[src/rtl/seq_detect_counter.sv]
// Serial pattern detector: tracks a programmable 4-bit pattern (MSB first) with a
// KMP-style prefix FSM, pulses match for one cycle and keeps a saturating match count.
module seq_detect_counter #(
  parameter logic [3:0] PATTERN = 4'b1011,
  parameter int         CNT_W   = 4,
  parameter bit         OVERLAP = 1'b1
) (
  input  logic             clk,
  input  logic             res,
  input  logic             din,
  input  logic             en,
  output logic             match,
  output logic [CNT_W-1:0] count,
  output logic             sat
);

  typedef enum logic [1:0] {
    S0 = 2'd0,
    S1 = 2'd1,
    S2 = 2'd2,
    S3 = 2'd3
  } state_e;

  localparam logic [CNT_W-1:0] CNT_MAX = {CNT_W{1'b1}};

  // Longest l <= n such that the l newest bits of seq (seq[0] newest) equal pat[3:4-l].
  function automatic logic [2:0] prefix_len(input logic [4:0] seq, input logic [2:0] n,
                                            input logic [3:0] pat);
    logic [2:0] best;
    logic       ok;
    logic [1:0] pidx;
    logic [2:0] sidx;
    best = 3'd0;
    for (int l = 1; l <= 4; l++) begin
      ok = 1'b1;
      for (int j = 0; j < l; j++) begin
        pidx = 2'(4 - l + j);
        sidx = 3'(j);
        if (seq[sidx] != pat[pidx]) begin
          ok = 1'b0;
        end else begin
          ok = ok;
        end
      end
      if (ok && (l <= int'(n))) begin
        best = 3'(l);
      end else begin
        best = best;
      end
    end
    return best;
  endfunction

  // Rebuild the k matched prefix bits followed by the new bit, then find the fallback length.
  function automatic logic [2:0] next_len(input logic [1:0] k, input logic d,
                                          input logic [3:0] pat);
    logic [4:0] seq;
    logic [1:0] pidx;
    seq = {4'b0000, d};
    for (int j = 1; j <= 3; j++) begin
      if (j <= int'(k)) begin
        pidx = 2'(3 - int'(k) + j);
        seq[3'(j)] = pat[pidx];
      end else begin
        seq[3'(j)] = 1'b0;
      end
    end
    return prefix_len(seq, {1'b0, k} + 3'd1, pat);
  endfunction

  localparam logic [1:0] BORDER = 2'(prefix_len({1'b0, PATTERN}, 3'd3, PATTERN));

  state_e           state_q, state_d;
  logic             match_q, match_d;
  logic [CNT_W-1:0] count_q, count_d;
  logic             sat_q, sat_d;
  logic [2:0]       len_s;

  // Next-state, match pulse and saturating counter update.
  always_comb begin
    state_d = state_q;
    match_d = 1'b0;
    count_d = count_q;
    sat_d   = sat_q;
    len_s   = 3'd0;
    if (en) begin
      len_s = next_len(state_q, din, PATTERN);
      if (len_s == 3'd4) begin
        match_d = 1'b1;
        state_d = OVERLAP ? state_e'(BORDER) : S0;
        if (count_q != CNT_MAX) begin
          count_d = count_q + CNT_W'(1);
          sat_d   = sat_q | (count_d == CNT_MAX);
        end else begin
          count_d = count_q;
        end
      end else begin
        state_d = state_e'(len_s[1:0]);
      end
    end else begin
      state_d = state_q;
    end
  end

  // State and output registers with synchronous reset.
  always_ff @(posedge clk) begin
    if (res) begin
      state_q <= S0;
      match_q <= 1'b0;
      count_q <= '0;
      sat_q   <= 1'b0;
    end else begin
      state_q <= state_d;
      match_q <= match_d;
      count_q <= count_d;
      sat_q   <= sat_d;
    end
  end

  assign match = match_q;
  assign count = count_q;
  assign sat   = sat_q;

endmodule

[config.mk]
export PLATFORM = sky130hd
export DESIGN_NAME = seq_detect_counter
export DESIGN_NICKNAME = d
export VERILOG_FILES = /design/src/rtl/seq_detect_counter.sv
export SDC_FILE = /design/constraint.sdc
export NUM_CORES = 1
export LEC_CHECK = 0
export ABC_AREA = 1
export BUFFER_PORTS_ARGS = -buffer_cell sky130_fd_sc_hd__buf_2
export CAP_MARGIN = 30
export CORE_AREA = 2 2 39 41
export CTS_BUF_LIST = sky130_fd_sc_hd__clkbuf_4 sky130_fd_sc_hd__clkbuf_8
export CTS_CLUSTER_SIZE = 30
export DETAILED_ROUTE_END_ITERATION = 8
export DIE_AREA = 0 0 41 43
export PLACE_DENSITY_LB_ADDON = 0.1
export SLEW_MARGIN = 20
export SYNTH_ARGS = -nofsm -noshare
export SYNTH_HDL_FRONTEND = slang
export SYNTH_SLANG_ARGS = --single-unit
[constraint.sdc]
create_clock -name clk -period 1.2 [get_ports clk]
set_input_delay 0.24 -clock clk [delete_from_list [all_inputs] [get_ports clk]]
set_output_delay 0.24 -clock clk [all_outputs]
set_load 0.02 [all_outputs]
==> flow_summary.yaml <==
yosys:
  avgSynthCellArea_um2: 7.61
  ys_seq_area_share_pct: 42.1
  syn_nets: 56
  synthCells: 50
  yosysWarnings: 0
  synthDistinctLibCells: 16
  ys_seq_elements: 8
  netlist_area_um2: 380
clock_network:
  clockRootBuffer: "clkbuf_4"
  path_clk_slew_ns: 0.06
  worstSkewPairLatency_ns: 0.26
  ctsHtreeMaxLevel: 1
  cts.path.max_buffers: 2
  cts_num_sinks: 8
  cts_tree: "done"
  cts_hold_buf: 0
  numCtsBuffers: 3
critical_path:
  path_delay_family: "simple AND/OR/NAND/NOR gates"
  required_ns: 1.39
  reg2reg_depth: 5
  slowest_delay_ns: 0.35
  cp-end-kind: "register"
  path_cells: "ha_2, nand3_1, nand2_4, or2_1, a21oi_2"
  cp.arrival_ns: 1.33
  worst-setup-path-type: "register to register"
  critPathSlowestCell: "dfxtp_4"
  crit_buf_inv: 0
  cp.depth: 5
  crit_path_start_kind: "register"
  cp_max_fo: 7
layout:
  nNetsFinal: 72
  drive_gt1_share_pct: 34.4
  final.fill_count: 166
  final_common_cell: "nand2_1"
  n_antenna_cell: 0
  areaGrowthSynthToFinish_pct: 29.3
  mostFrequentLayoutCells: "nand2_1, buf_2, inv_1"
  final_core_util_pct: 35.5
  layout.cells.non_filler: 80
  finalInstanceArea_um2: 492
timing:
  finalCritPeriodShare_pct: 95.2
  rsz0062_at_grt: "no"
  hold_viol_final: 0
  fmax_ghz: 0.875
  period_needed_ns: 1.14
  setup_viol: 0
  finalMaxSlewViolations: 0
  tns_ns: 0
  skew_ns: 0.00500
  worstMarginPinSlew_ns: 0.146
  fin_hold_ws_ns: 0.202
  relSlewSlack_pct: 90.1
  setup_slack_ns: 0.0576
floorplan:
  core-area_um2: 1380
  ios: 10
  fp.dieW_um: 41
  dieHeight_um: 43
  dieArea_um2: 1760
  fp-row-count: 14
  initial_core_util_pct: 27.5
status:
  status: "finished, final reports clean"
placement:
  dp_slack_ns: 0.0368
  dpl_cell_area_um2: 463
  gp_congestion: 0.789
  hpwlAfterDp_um: 588
  dp_cells: 77
  place.port_buffers: 9
route:
  final_antenna_net_count: 0
  wl_um: 820
  drt_iter0_drc: 7
  num_vias: 345
  wl_per_cell_um: 10.3
  drc_errors: 0
  dr.pass1.iters: 4
  vias_per_cell: 4.31
hold_path:
  min_path_type: "input port to register"
  holdPathStages: 2
global_route:
  grt-ovfl-total: 0
  grt_usage_pct: 12.2
  antenna_found_initial: 0
  grt_start_max_net_pins: 8
  grt_pass1_wl_um: 1340
  grt_pass1_vias: 333
job:
  timing.max_cap.violations: 0
power:
  cellLeakagePower_nw: 0.207
  pwr_density_cell_nw_per_um2: 1030
  power_mw: 0.507
  ir_drop_mv: 0.419
## area by class of cell
class | instances | area, um^2 | area share (%)
Multi-Input combinational cell | 35 | 196 | 39.9
Timing Repair Buffer | 11 | 60.1 | 12.2
Sequential cell | 8 | 166 | 33.8
Tap cell | 16 | 20.0 | 4.07
Inverter | 7 | 26.3 | 5.34
Clock buffer | 3 | 22.5 | 4.58
## logic make-up after synthesis
| group | after synthesis | share of synthesized area [%] |
|---|---|---|
| buf+inv | 7 | 6.91 |
| flops | 8 | 42.1 |
| simple gates | 23 | 30.3 |
| fa+ha+maj | 2 | 6.58 |
| compound gates | 10 | 14.1 |
## per-layer routing
metal  vias up  track usage (%)  part of all wire, %
li1        190                -                    -
met1       144             12.8                   49
met2         9             16.3                   43
met3         2             9.42                  6.5
met4         0             8.00                  1.2
met5         -                0                    0
## power by group
group          leakage (nW)  total [mW]  internal, mW  switching, mW
Clock                0.0138       0.210         0.115         0.0954
Sequential           0.0666       0.271         0.268        0.00267
Combinational         0.126      0.0259       0.00945         0.0165
Total                 0.207       0.507         0.392          0.115
## state kept, by name (all words and copies together) (netlist names)
| name | flops |
|---|---|
| count | 4 |
| match | 1 |
| sat | 1 |
| state_q | 2 |
## path summary, 6_finish.rpt
kind,slack [ns],end,start
setup / recovery,0.06,count[1],count[0]
hold reg to reg,0.44,sat,sat
setup reg to reg,0.06,count[1],count[0]
hold / removal,0.20,count[1],res
## synth_stat cells, drive strengths merged
master | instances | area, um^2
a21oi | 6 | 33.8
dfxtp | 8 | 160
ha | 2 | 25.0
inv | 7 | 26.3
nand2 | 12 | 55.1
nand3 | 4 | 20.0
nand4 | 1 | 6.26
nor2 | 4 | 22.5
nor3 | 1 | 5.00
o21ai | 4 | 20.0
or2 | 1 | 6.26
## what timing repair did
action | in CTS | in global routing
setup endpoints to repair | 0 | 3
setup buffers | 0 | 0
endpoints found under the hold margin | 0 | 0
resized for setup | 0 | 3
(Power assumes the default switching activity.)
